### src/rtl/coin_pkg.sv
// Shared coin definitions for the change dispenser and the main coin-counting controller.
package coin_pkg;

  typedef enum logic [1:0] {
    PENNY   = 2'd0,
    NICKEL  = 2'd1,
    DIME    = 2'd2,
    QUARTER = 2'd3
  } coin_type_t;

  localparam int unsigned COIN_VALUE_PENNY   = 1;
  localparam int unsigned COIN_VALUE_NICKEL  = 5;
  localparam int unsigned COIN_VALUE_DIME    = 10;
  localparam int unsigned COIN_VALUE_QUARTER = 25;

  typedef enum logic [2:0] {
    ST_IDLE   = 3'd0,
    ST_SELECT = 3'd1,
    ST_OFFER  = 3'd2,
    ST_GAP    = 3'd3,
    ST_FINISH = 3'd4
  } disp_state_t;

  function automatic int unsigned coin_value_of(coin_type_t t);
    case (t)
      QUARTER: return COIN_VALUE_QUARTER;
      DIME:    return COIN_VALUE_DIME;
      NICKEL:  return COIN_VALUE_NICKEL;
      default: return COIN_VALUE_PENNY;
    endcase
  endfunction

endpackage

### src/rtl/change_dispenser_if.sv
// Coin request handshake between the change dispenser (master) and the hopper driver (slave).
interface change_dispenser_if;
  import coin_pkg::*;

  logic       coin_valid;
  coin_type_t coin_type;
  logic       coin_ready;

  modport master (output coin_valid, output coin_type, input coin_ready);
  modport slave  (input coin_valid, input coin_type, output coin_ready);

endinterface

### src/rtl/coin_select.sv
// Greedy coin selector: largest coin not exceeding the amount, plus that coin's value.
module coin_select
  import coin_pkg::*;
#(
  parameter int BAL_W = 7
) (
  input  logic [BAL_W-1:0] amount,
  output coin_type_t       coin_type,
  output logic [BAL_W-1:0] coin_value
);

  always_comb begin
    coin_type = PENNY;
    if (amount >= BAL_W'(COIN_VALUE_QUARTER))
      coin_type = QUARTER;
    else if (amount >= BAL_W'(COIN_VALUE_DIME))
      coin_type = DIME;
    else if (amount >= BAL_W'(COIN_VALUE_NICKEL))
      coin_type = NICKEL;
  end

  assign coin_value = BAL_W'(coin_value_of(coin_type));

endmodule

### src/rtl/change_dispenser.sv
// Returns a snapshotted balance as greedy coin requests with a recovery gap after each coin.
// Optional abort input enabled by defining CHANGE_DISPENSER_ABORT_EN.
module change_dispenser
  import coin_pkg::*;
#(
  parameter int BAL_W      = 7,
  parameter int GAP_CYCLES = 4
) (
  input  logic               MAX10_CLK1_50,
  input  logic               reset_n,
  input  logic               start,
  input  logic [BAL_W-1:0]   balance_in,
`ifdef CHANGE_DISPENSER_ABORT_EN
  input  logic               abort,
`endif
  change_dispenser_if.master coin,
  output logic               busy,
  output logic               done,
  output logic [BAL_W-1:0]   remaining,
  output logic [4:0]         coin_count
);

  localparam int GAP_W = (GAP_CYCLES > 1) ? $clog2(GAP_CYCLES) : 1;

  disp_state_t      state;
  logic [GAP_W-1:0] gap_cnt;
  logic             coin_valid_q;
  coin_type_t       coin_type_q;
  logic [BAL_W-1:0] coin_val_q;
  coin_type_t       sel_type;
  logic [BAL_W-1:0] sel_value;
  logic             abort_req;
  logic             in_txn;

`ifdef CHANGE_DISPENSER_ABORT_EN
  assign abort_req = abort;
`else
  assign abort_req = 1'b0;
`endif

  assign in_txn = (state == ST_SELECT) || (state == ST_OFFER) || (state == ST_GAP);

  coin_select #(.BAL_W(BAL_W)) u_select (
    .amount     (remaining),
    .coin_type  (sel_type),
    .coin_value (sel_value)
  );

  assign coin.coin_valid = coin_valid_q;
  assign coin.coin_type  = coin_type_q;

  // The coin value is latched alongside its type so the subtraction in OFFER
  // never depends on a selector output that could move with remaining.
  always_ff @(posedge MAX10_CLK1_50 or negedge reset_n) begin
    if (!reset_n) begin
      state        <= ST_IDLE;
      gap_cnt      <= '0;
      coin_valid_q <= 1'b0;
      coin_type_q  <= PENNY;
      coin_val_q   <= '0;
      busy         <= 1'b0;
      done         <= 1'b0;
      remaining    <= '0;
      coin_count   <= '0;
    end else begin
      done <= 1'b0;
      case (state)
        ST_IDLE: begin
          if (start) begin
            remaining  <= balance_in;
            coin_count <= '0;
            busy       <= 1'b1;
            state      <= ST_SELECT;
          end
        end
        ST_SELECT: begin
          if (remaining == '0) begin
            done  <= 1'b1;
            state <= ST_FINISH;
          end else begin
            coin_type_q  <= sel_type;
            coin_val_q   <= sel_value;
            coin_valid_q <= 1'b1;
            state        <= ST_OFFER;
          end
        end
        ST_OFFER: begin
          if (coin_valid_q && coin.coin_ready) begin
            remaining    <= remaining - coin_val_q;
            if (coin_count != 5'd31)
              coin_count <= coin_count + 5'd1;
            coin_valid_q <= 1'b0;
            gap_cnt      <= GAP_W'(GAP_CYCLES - 1);
            state        <= ST_GAP;
          end
        end
        ST_GAP: begin
          if (gap_cnt == '0)
            state <= ST_SELECT;
          else
            gap_cnt <= gap_cnt - 1'b1;
        end
        ST_FINISH: begin
          busy  <= 1'b0;
          state <= ST_IDLE;
        end
        default: begin
          coin_valid_q <= 1'b0;
          busy         <= 1'b0;
          state        <= ST_IDLE;
        end
      endcase

      // Abort wins over the normal next state but keeps any coincident handshake above.
      if (abort_req && in_txn) begin
        coin_valid_q <= 1'b0;
        busy         <= 1'b0;
        done         <= 1'b0;
        state        <= ST_IDLE;
      end
    end
  end

endmodule

### src/flat_wrapper.sv
// flat-port wrapper written by rule: the top's interface ports become plain ports
module change_dispenser_flat import coin_pkg::*;
#(
  parameter int BAL_W      = 7,
  parameter int GAP_CYCLES = 4
)
  (MAX10_CLK1_50, reset_n, start, balance_in, busy, done, remaining, coin_count, coin_coin_valid, coin_coin_type, coin_coin_ready);
  change_dispenser_if coin_i ();
  input  logic MAX10_CLK1_50;
  input  logic reset_n;
  input  logic start;
  input  logic [BAL_W-1:0] balance_in;
  output logic busy;
  output logic done;
  output logic [BAL_W-1:0] remaining;
  output logic [4:0] coin_count;
  output wire logic [$bits(coin_i.coin_valid)-1:0] coin_coin_valid;
  output wire logic [$bits(coin_i.coin_type)-1:0] coin_coin_type;
  input wire logic [$bits(coin_i.coin_ready)-1:0] coin_coin_ready;
  assign coin_coin_valid = coin_i.coin_valid;
  assign coin_coin_type = coin_i.coin_type;
  assign coin_i.coin_ready = coin_coin_ready;
  change_dispenser #(.BAL_W(BAL_W), .GAP_CYCLES(GAP_CYCLES)) u_core (.MAX10_CLK1_50(MAX10_CLK1_50), .reset_n(reset_n), .start(start), .balance_in(balance_in), .coin(coin_i), .busy(busy), .done(done), .remaining(remaining), .coin_count(coin_count));
endmodule
### config.mk
export PLATFORM = sky130hd
export DESIGN_NAME = change_dispenser_flat
export DESIGN_NICKNAME = d
export VERILOG_FILES = /design/src/rtl/coin_pkg.sv /design/src/rtl/change_dispenser_if.sv /design/src/rtl/coin_select.sv /design/src/rtl/change_dispenser.sv /design/src/flat_wrapper.sv
export SDC_FILE = /design/constraint.sdc
export NUM_CORES = 1
export LEC_CHECK = 0
export ABC_AREA = 1
export BUFFER_PORTS_ARGS = -buffer_cell sky130_fd_sc_hd__buf_2
export CORE_ASPECT_RATIO = 0.75
export CORE_MARGIN = 2
export CORE_UTILIZATION = 30
export CTS_CLUSTER_DIAMETER = 120
export DETAILED_ROUTE_END_ITERATION = 16
export PLACE_DENSITY_LB_ADDON = 0.15
export SLEW_MARGIN = 15
export SYNTH_ARGS = -nofsm -noshare
export SYNTH_HDL_FRONTEND = slang
export SYNTH_SLANG_ARGS = --single-unit
### constraint.sdc
create_clock -name MAX10_CLK1_50 -period 3.3 [get_ports MAX10_CLK1_50]
set_clock_uncertainty 0.2 [all_clocks]
set_input_delay 0.165 -clock MAX10_CLK1_50 [delete_from_list [all_inputs] [get_ports MAX10_CLK1_50]]
set_output_delay 0.165 -clock MAX10_CLK1_50 [all_outputs]
set_load 0.03 [all_outputs]
**Yosys cells after proc, flatten, opt, wreduce, memory -nomap -nowiden**

Index checks and enable logic that the tools add are counted.

- Output and inout port bits: 17
- Flip-flop bits (word level): 29
- Input bits: 11
- Logic and storage cells: 73

- Equality and inequality tests: 14
- Reductions and logical operators: 15
- Order comparisons: 3
- Muxes and demuxes: 26
- Bitwise logic cells: 3
- Add/subtract/negate cells: 3

Operators with widths:

| operator | count |
|---|---|
| 2-to-1 mux 5 bit | 3 |
| case mux 5 bit (3 select lines) | 1 |
| 2-to-1 mux 7 bit | 2 |
| case mux 7 bit (2 select lines) | 1 |
| 2-to-1 mux 3 bit | 4 |
| inequality test 2 bit (second input constant) | 6 |
| case mux 3 bit (4 select lines) | 1 |
| AND reduction 3 bit | 4 |
| case mux 5 bit (2 select lines) | 1 |
| 2-to-1 mux 2 bit | 4 |
| greater-or-equal comparator 7 x 3 -> 1 bit (second input constant) | 1 |
| greater-or-equal comparator 7 x 4 -> 1 bit (second input constant) | 1 |
| greater-or-equal comparator 7 x 5 -> 1 bit (second input constant) | 1 |
| zero test 7 bit | 1 |
| subtractor 7 bit | 1 |
| equality test 3 x 2 -> 1 bit (second input constant) | 2 |
| 2-to-1 mux 1 bit | 6 |
| OR reduction 3 bit | 2 |
| adder 5 x 1 -> 5 bit (second input constant) | 1 |
| inequality test 5 bit (second input constant) | 1 |
| equality test 2 bit (second input constant) | 2 |
| case mux 2 bit (2 select lines) | 1 |
| AND reduction 2 bit | 2 |
| AND reduction 4 bit | 1 |
| 11 further kinds | 14 |

**Logic depth before layout (Yosys ltp)**

Gate-level depths: netlist of run 1.

- Depth after elaboration: 6
- Depth in mapped cells: 12
- Gate-level depth less buffers: 12

**By module**

A second synthesis of run 1 with hierarchy kept.

- Cells, all modules: 246
- Area total of the unflattened synthesis: 1870.5 µm²

Modules (own cells, without submodules):

| module | area an instance (µm²) | cells an instance | instances |
|---|---|---|---|
| change_dispenser | 1716.6 | 213 | 1 |
| coin_select | 153.9 | 33 | 1 |

**Worst setup path before layout of run 1**

OpenSTA, ideal clock, no wires.

- Path kind: register -> register
- From: reg u_core.remaining[0]
- To: reg u_core.remaining[6]
- Stages on the path, launching flop included: 12
- Setup time: 0.117 ns
- Arrival time: 1.749 ns
- Clock period less this slack: 2.066 ns
- Buffers on the path: 0
- Slack: 1.234 ns
- Path through: dfrtp_1 > inv_1 > ha_1 > fa_1 > inv_1 > nand2_1 > nand2_1 > nand3_1 > nand3_1 > nand3_1 > nand2_1 > nand2_1

- Longest elaborated chain between the ends: 3

Ends and longest elaborated chain:

| element | RTL line | RTL |
|---|---|---|
| from (decl) | change_dispenser.sv:19 | `output logic [BAL_W-1:0] remaining,` |
| from (signal assigned) | change_dispenser.sv:70 | `remaining <= balance_in;` |
| from (signal assigned) | change_dispenser.sv:89 | `remaining <= remaining - coin_val_q;` |
| subtractor 7 bit | change_dispenser.sv:89 |  |
| 2-to-1 mux 7 bit | change_dispenser.sv:88 | `if (coin_valid_q && coin.coin_ready) begin` |
| case mux 7 bit (2 select lines) | change_dispenser.sv:67 | `case (state)` |

No other way between the ends. The select of a mux whose other input is x is not followed.
A chain may end at the register's enable or synchronous reset.

**Worst setup path after layout of run 1**

- From: reg u_core.state[2]
- To: reg u_core.remaining[5]

- Longest elaborated chain between the ends: 3

Ends and longest elaborated chain:

| element | RTL line | RTL |
|---|---|---|
| from (decl) | change_dispenser.sv:25 | `disp_state_t state;` |
| from (signal assigned) | change_dispenser.sv:56 | `state <= ST_IDLE;` |
| from (signal assigned) | change_dispenser.sv:73 | `state <= ST_SELECT;` |
| from (signal assigned) | change_dispenser.sv:79 | `state <= ST_FINISH;` |
| equality test 3 x 2 -> 1 bit / zero test 3 bit (equally long branches) | - |  |
| inequality test 2 bit (no line) / nonzero test 2 bit (equally long branches) | - |  |
| AND reduction 3 bit (no line) | - |  |

Several ways; a longest one is shown, not always the timed one.

==> metrics, run 1 <==
status finished, final reports clean; final setup violation count 0; placement row count 23; initial antenna violation count 0; cells traversed along the worst timing path nor3_4 -> inv_2 -> nand2_2 -> nand2_2 -> nor2_1 -> nand2_1 -> nand2_1; number of flip-flops and latches in the synthesized netlist 26; CP startpoint u_core.state[2]; H-tree Lvls 1; critical path type register to register; RSZ-0062 raised after global routing no; clock latency on the worst-skew pair about 270 ps; RD Place Congestion between 0.7 and 0.8; estimated wirelength of the detail-placed design 2740 um; multi-input gate area in the final layout between 800 and 900 um^2; top-level I/O count 28; total clock buffers created by CTS 3; PwrDens 1030 mW/mm^2; largest net degree at the start of global routing 27; accumulated negative setup slack 0 ps; total via count in the routed design approximately 1400; Port Buf Inserts 27; Die Height 68.3 um; first-pass GRT wire length between 6000 and 7000 um; initial detailed-routing violation count between 50 and 60; Tmin final ~2200 ps; TritonCTS Sinks 26; path class of the lowest-slack min-delay path input port to register; horizontal die dimension ~90 um; Antenna Diode Count 0; clock tree root driver cell sky130_fd_sc_hd__clkbuf_8; average detailed-routed wire length per instance around 11 um; share of the yosys chip area belonging to registers 0.393; maximum count of clock buffers along a single path 2; combined area of all synthesized cells 0.00166 mm^2; Worst slew margin 0.413; final clock period utilization by the worst path 0.656; growth of design area from synthesis to finish 15.4%; Die Area between 0.006 and 0.007 mm^2; dominant cells by area after synthesis sky130_fd_sc_hd__dfrtp_1 39%, sky130_fd_sc_hd__nand2_1 15%, sky130_fd_sc_hd__inv_1 7.0%, sky130_fd_sc_hd__ha_1 6.0%, sky130_fd_sc_hd__nand3_1 5.1%; post-CTS repair timing setup buffer count 0; Initial DRT Pass Iterations 4; Crit Reg-Reg Startpoint u_core.state[2]; kind of launch point of the worst setup path register; global routing usage summed across all routing layers 0.134; share of cells above drive strength 1 0.171; crit-path leading delay family simple AND/OR/NAND/NOR gates; slowest CP cell sky130_fd_sc_hd__nor3_4; crit-path max FO 21; Worst Setup End Kind register; Min-Delay Startpoint balance_in[3]; CP Buf/Inv Count 1; remaining global-route overflow 0; critical path required time roughly 3300 ps; final WL around 3700 um; f_max approximately 460 MHz; number of enable flip-flop cells after synthesis 0; clock tree from TritonCTS done; number of max-cap violations 0; Worst Hold Slack between 30 and 40 ps; maximum VDD drop 311 uV; leakage 1.04 nW; antenna-violating nets left 0; drt via density roughly 4.4; area fraction of the dominant cell type after synthesis 0.393; number of hold violations in the final report 0; post-layout util 0.359; leading area contributor after synthesis sky130_fd_sc_hd__dfrtp_1; fraction of registers with async set or reset after synthesis 1.00; quantity of gates resized following cts 0; primary flip-flop cell chosen by synthesis mapping sky130_fd_sc_hd__dfrtp_1; vias in the first global route 1365; count of unresolved DRC violations after routing 0; final layout net count approximately 270; Core Region 0.00532 mm^2; Initial Util 0.311; clock-pin slew reported for the worst setup and hold paths after clock tree synthesis around 90 ps; slowest stage delay, CP approximately 760 ps; number of standard cells after synthesis 222; Cell variety after synth 30; yosys warns 0; final-layout fill cell count a little under 600; CP arrival 2180 ps; actual transition at the worst max-transition pin around 880 ps; register cell area after layout between 600 and 700 um^2; post-synthesis area per instance 7.46 um^2; Final Slew Violations 0; hold buffer count at CTS 4; post-synth net total 242
sequential cells by signal, indices dropped and copies added (netlist names):
name	count
u_core.busy	1
u_core.coin.coin_type	1
u_core.coin.coin_valid	1
u_core.coin_count	5
u_core.coin_val_q	5
u_core.done	1
u_core.gap_cnt	2
u_core.remaining	7
u_core.state	3
path summary, 6_finish.rpt:
check / to / cells after the start / slack [ps]
min in group asynchronous: u_core.coin_val_q[3] / 2 / 240
max in group asynchronous: u_core.coin_count[2] / 2 / 2250
min reg2reg: u_core.busy / 2 / 280
max reg2reg: u_core.remaining[5] / 7 / 1130
min: u_core.remaining[3] / 4 / 40
max: u_core.remaining[5] / 7 / 1130
kinds of logic (layout without fill, tap and decap cells):
kind of cell	count (synthesis)	count (layout)	synth area share
and+or+nand+nor	119	119	0.326
buffers and inverters	38	67	0.108
AOI/OAI and AO/OA	29	29	0.0952
DFF	26	26	0.393
adders and majority gates	9	9	0.0726
xor gates and xnor gates	1	1	0.00529
cell usage in the layout (no fill, tap or decap):
master / n
sky130_fd_sc_hd__o22ai_1: 1
sky130_fd_sc_hd__a211oi_1: 1
sky130_fd_sc_hd__clkbuf_8: 3
sky130_fd_sc_hd__or2_0: 1
sky130_fd_sc_hd__dlygate4sd3_1: 4
sky130_fd_sc_hd__or2_2: 3
sky130_fd_sc_hd__a31oi_1: 1
sky130_fd_sc_hd__nor2_1: 15
sky130_fd_sc_hd__inv_1: 31
sky130_fd_sc_hd__dfrtp_1: 26
sky130_fd_sc_hd__nand3b_1: 1
sky130_fd_sc_hd__inv_2: 2
sky130_fd_sc_hd__o21ai_2: 2
sky130_fd_sc_hd__nand3_2: 2
sky130_fd_sc_hd__o21ai_1: 8
sky130_fd_sc_hd__xor2_1: 1
sky130_fd_sc_hd__fa_1: 1
sky130_fd_sc_hd__nand2_2: 2
sky130_fd_sc_hd__ha_1: 8
sky130_fd_sc_hd__nand2_1: 67
sky130_fd_sc_hd__nand2_4: 1
sky130_fd_sc_hd__nand4_1: 5
sky130_fd_sc_hd__a21oi_1: 4
sky130_fd_sc_hd__nor3_1: 2
sky130_fd_sc_hd__or2_1: 2
sky130_fd_sc_hd__nor3_4: 1
sky130_fd_sc_hd__o21ai_0: 12
sky130_fd_sc_hd__nand3_1: 17
sky130_fd_sc_hd__buf_2: 27
cells in the mapped netlist (2+ instances only):
master	count
sky130_fd_sc_hd__o21ai_1	8
sky130_fd_sc_hd__nand3_2	2
sky130_fd_sc_hd__nor3_1	2
sky130_fd_sc_hd__o21ai_2	2
sky130_fd_sc_hd__inv_1	31
sky130_fd_sc_hd__nand2_1	67
sky130_fd_sc_hd__dfrtp_1	26
sky130_fd_sc_hd__inv_2	2
sky130_fd_sc_hd__buf_6	2
sky130_fd_sc_hd__nand2_2	2
sky130_fd_sc_hd__nor2_1	15
sky130_fd_sc_hd__nand4_1	5
sky130_fd_sc_hd__nand3_1	17
sky130_fd_sc_hd__or2_1	2
sky130_fd_sc_hd__o21ai_0	12
sky130_fd_sc_hd__a21oi_1	4
sky130_fd_sc_hd__or2_2	3
sky130_fd_sc_hd__ha_1	8
metrics by stage:
step | total power [mW] | setup slack, ps | instance area, um^2 | std cells
5_1_grt | 2.22 | 839 | 1910 | 326
4_1_cts | 2.00 | 1080 | 1910 | 326
3_5_place_dp | 1.80 | 1090 | 1830 | 319
6_report | 1.97 | 1130 | 1910 | 326
2_1_floorplan | 1.57 | 1230 | 1660 | 222
3_3_place_gp | 1.82 | 1070 | 1830 | 319
tightest hold or removal path, stage by stage:
cell                      delay, ps
sky130_fd_sc_hd__buf_2           70
sky130_fd_sc_hd__or2_2          100
sky130_fd_sc_hd__nand4_1         90
sky130_fd_sc_hd__nand2_1         60
area by class of cell:
cell class                 count  area share
multi-input combinational    158       0.432
timing repair buffer          31      0.0917
clock buffer                   3      0.0216
tap                           75      0.0491
inverter                      33      0.0648
sequential                    26       0.341
power by group:
group / leakage, nW / internal (mW) / switching [mW]
Clock: 0.0216 / 0.0820 / 0.103
Sequential: 0.323 / 0.447 / 0.130
Combinational: 0.694 / 0.410 / 0.802
per-layer routing:
layer  wire [um]  global-route usage  vias to the layer above
met1        1970               0.182                      618
met5           0                   0                        -
met4          51              0.0346                        0
li1            -                   -                      768
met2        1570               0.220                       27
met3         114              0.0319                        6
Note: power is estimated with default switching activity, not from simulation.
==> run 2, diff against run 1 <==
--- a/config.mk
+++ b/config.mk
@@ -5,7 +5,7 @@
 export SDC_FILE = /design/constraint.sdc
 export NUM_CORES = 1
 export LEC_CHECK = 0
-export ABC_AREA = 1
+export ABC_AREA = 0
 export BUFFER_PORTS_ARGS = -buffer_cell sky130_fd_sc_hd__buf_2
 export CORE_ASPECT_RATIO = 0.75
 export CORE_MARGIN = 2
==> constraint.sdc (replaced) <==
create_clock -name MAX10_CLK1_50 -period 1.9 [get_ports MAX10_CLK1_50]
set_clock_uncertainty 0.2 [all_clocks]
set_input_delay 0.095 -clock MAX10_CLK1_50 [delete_from_list [all_inputs] [get_ports MAX10_CLK1_50]]
set_output_delay 0.095 -clock MAX10_CLK1_50 [all_outputs]
set_load 0.03 [all_outputs]
==> metrics, run 2 <==
final total power between 3 and 4 mW; maximum VDD drop roughly 700 uV; largest net degree at the start of global routing 27; count leader, synth sky130_fd_sc_hd__nor2_1; Die Height 65.7 um; initial detailed-routing violation count between 100 and 150; final layout net count between 200 and 300; crit-path max FO 3; number of enable flip-flop cells after synthesis 0; leading area contributor after synthesis sky130_fd_sc_hd__dfrtp_1; Final Slew Violations 0; number of flip-flops and latches in the synthesized netlist 26; TritonCTS Sinks 26; actual transition at the worst max-transition pin 611 ps; clock tree root driver cell sky130_fd_sc_hd__clkbuf_8; Port Buf Inserts 27; count of unresolved DRC violations after routing 0; critical path required time about 1900 ps; multi-input gate area in the final layout between 800 and 900 um^2; H-tree Lvls 1; drt via density between 4 and 5; fin worst setup slack -40.6 ps; kind of launch point of the worst setup path register; top library cells by usage in the layout, fill and taps aside 28 x sky130_fd_sc_hd__buf_4, 27 x sky130_fd_sc_hd__buf_2, 26 x sky130_fd_sc_hd__nor2_1, 21 x sky130_fd_sc_hd__dfrtp_1, 18 x sky130_fd_sc_hd__nand2_1; status finished with violations; number of cell instances on the worst register-to-register path 7; maximum count of clock buffers along a single path 2; top-level I/O count 28; Initial Util 0.311; Cell variety after synth 39; commonest cells in the synthesized netlist 28 x sky130_fd_sc_hd__nor2_1, 26 x sky130_fd_sc_hd__dfrtp_1, 18 x sky130_fd_sc_hd__nand2_1, 14 x sky130_fd_sc_hd__a21oi_1, 14 x sky130_fd_sc_hd__o21ai_0; initial antenna violation count 0; internal reg-to-reg setup slack -40 ps; primary flip-flop cell chosen by synthesis mapping sky130_fd_sc_hd__dfrtp_1; number of hold violations in the final report 0; average detailed-routed wire length per instance roughly 13 um; Min-Delay Startpoint start; total via count in the routed design roughly 1400; clock latency on the worst-skew pair ~280 ps; horizontal die dimension about 86 um; estimated wirelength of the detail-placed design about 2900 um; first-pass GRT wire length roughly 6500 um; global routing usage summed across all routing layers 0.147; share of the yosys chip area belonging to registers 0.428; RSZ-0062 raised after global routing yes; capturing point of the worst reg2reg path u_core.remaining[6]; post-synth net total 196; final WL around 3800 um; Worst slew margin 0.592; clock-pin slew reported for the worst setup and hold paths after clock tree synthesis approximately 90 ps; violations in the final reports negative setup slack; fraction of registers with async set or reset after synthesis 1.00; share of cells above drive strength 1 0.359; path class of the lowest-slack min-delay path input port to register; number of max-cap violations 0; Worst Setup End Kind register; final clock period utilization by the worst path 1.02; remaining global-route overflow 0; total clock buffers created by CTS 3; number of standard cells after synthesis roughly 180; flip-flop count of the largest register after layout 7; f_max ~520 MHz; post-synthesis area per instance approximately 8.6 um^2; placement row count 22; Core Region slightly below 0.005 mm^2; Crit Reg-Reg Startpoint u_core.coin_val_q[0]; final-layout fill cell count about 500; growth of design area from synthesis to finish 40.6%; area fraction of the dominant cell type after synthesis 0.428; antenna-violating nets left 0; Top reg by flops u_core.remaining; most frequent standard cell in the layout excluding fill and tap cells sky130_fd_sc_hd__buf_4; Tmin final between 1500 and 2000 ps; PwrDens ~1800 mW/mm^2; final setup violation count 1; CP arrival 1900 ps; Worst Hold Path Cells 4; critical path type register to register; area after detailed placement slightly below 0.002 mm^2; Die Area roughly 0.0057 mm^2; leakage 0.994 nW; combined area of all synthesized cells ~0.0015 mm^2; hold endpoint u_core.busy; Antenna Diode Count 0; registers with the most flip-flops u_core.remaining (7), u_core.coin_count (5), u_core.coin_val_q (5); post-layout util 0.437; dominant cells by area after synthesis sky130_fd_sc_hd__dfrtp_1 43%, sky130_fd_sc_hd__nor2_1 6.9%, sky130_fd_sc_hd__ha_1 6.6%, sky130_fd_sc_hd__a21oi_1 4.6%, sky130_fd_sc_hd__o21ai_0 4.6%; clock tree from TritonCTS done; post-route cell area around 0.0021 mm^2; RD Place Congestion 0.778; Initial DRT Pass Iterations 7; register cell area after layout ~660 um^2; yosys warns 0; vias in the first global route 1332
-- run 2: cell types whose count changed in the layout (fill, tap and decap cells not counted), sizes merged, moves of 5 or more --
cell	previous run	this run
nand2	70	18
buf	27	55
inv	33	10
nand3	19	2
nor2	15	28
a21oi	4	16
o21ai	22	15
nand2b	0	6
nand4	5	0
nor2b	0	5
or2	6	1
-- run 2: cell families (layout without fill, tap and decap cells) --
logic type | Yosys count | in the layout | synth area share
and+or+nand+nor | 75 | 75 | 0.234
AOI/OAI and AO/OA | 44 | 44 | 0.174
DFF | 26 | 26 | 0.428
buffers and inverters | 16 | 77 | 0.0461
adders and majority gates | 9 | 9 | 0.0790
muxes | 4 | 4 | 0.0280
xor gates and xnor gates | 2 | 2 | 0.0115
-- run 2: critical path, stage by stage (launching register included) --
cell and delay (ps):
sky130_fd_sc_hd__dfrtp_1 420, sky130_fd_sc_hd__ha_4 170, sky130_fd_sc_hd__fa_2 330, sky130_fd_sc_hd__nand2b_4 160
sky130_fd_sc_hd__a21oi_4 160, sky130_fd_sc_hd__nor2_1 50, sky130_fd_sc_hd__a221oi_1 230, sky130_fd_sc_hd__o21ai_1 110
-- run 2: layout make-up --
type | count | share of cell area
Sequential cell | 26 | 0.307
Multi-Input combinational cell | 134 | 0.416
Tap cell | 60 | 0.0351
Clock buffer | 4 | 0.0257
Inverter | 10 | 0.0175
Timing Repair Buffer | 63 | 0.199
-- run 2: worst max-delay path by stage --
stage | startpoint | to | slack [ps] | cells after the start
2_1_floorplan | u_core.remaining[0] | u_core.remaining[6] | -100 | 8
3_3_place_gp | u_core.coin_val_q[0] | u_core.remaining[6] | -4 | 7
3_5_place_dp | u_core.coin_val_q[0] | u_core.remaining[6] | -50 | 7
4_1_cts | u_core.coin_val_q[0] | u_core.remaining[6] | -50 | 7
5_1_grt | u_core.coin_val_q[0] | u_core.remaining[6] | -120 | 7
6_report | u_core.coin_val_q[0] | u_core.remaining[6] | -40 | 7
-- run 2: routing by layer --
layer	track usage	up-vias	share of wire
met5	0	-	0
met4	0.0254	0	0.0037
met3	0.0314	2	0.034
met2	0.223	26	0.42
met1	0.218	642	0.54
li1	-	731	-
-- run 2: metrics by stage --
stage	hold slack (ps)	cells	worst slack, ps	setup TNS (ps)
2_1_floorplan	-401	176	-99.1	-185
3_3_place_gp	-44.0	283	-4.26	-4.26
3_5_place_dp	-52.7	283	-52.5	-62.9
4_1_cts	33.0	295	-49.0	-49.0
5_1_grt	76.5	297	-118	-257
6_report	50.1	297	-40.6	-40.6
-- run 2: what timing repair did --
| item | CTS | global route |
|---|---|---|
| endpoints found under the hold margin | 33 | 0 |
| setup buffers | 0 | 2 |
| pin swaps | 3 | 4 |
| hold buffers | 8 | 0 |
| endpoints found under the setup margin | 2 | 5 |
| cloned | 0 | 0 |
| gates resized for setup | 4 | 6 |
-- run 2: where the power goes --
part | switching [mW] | internal (mW)
registers | 0.171 | 0.775
logic | 1.38 | 1.10
clock network | 0.183 | 0.186
total | 1.73 | 2.06
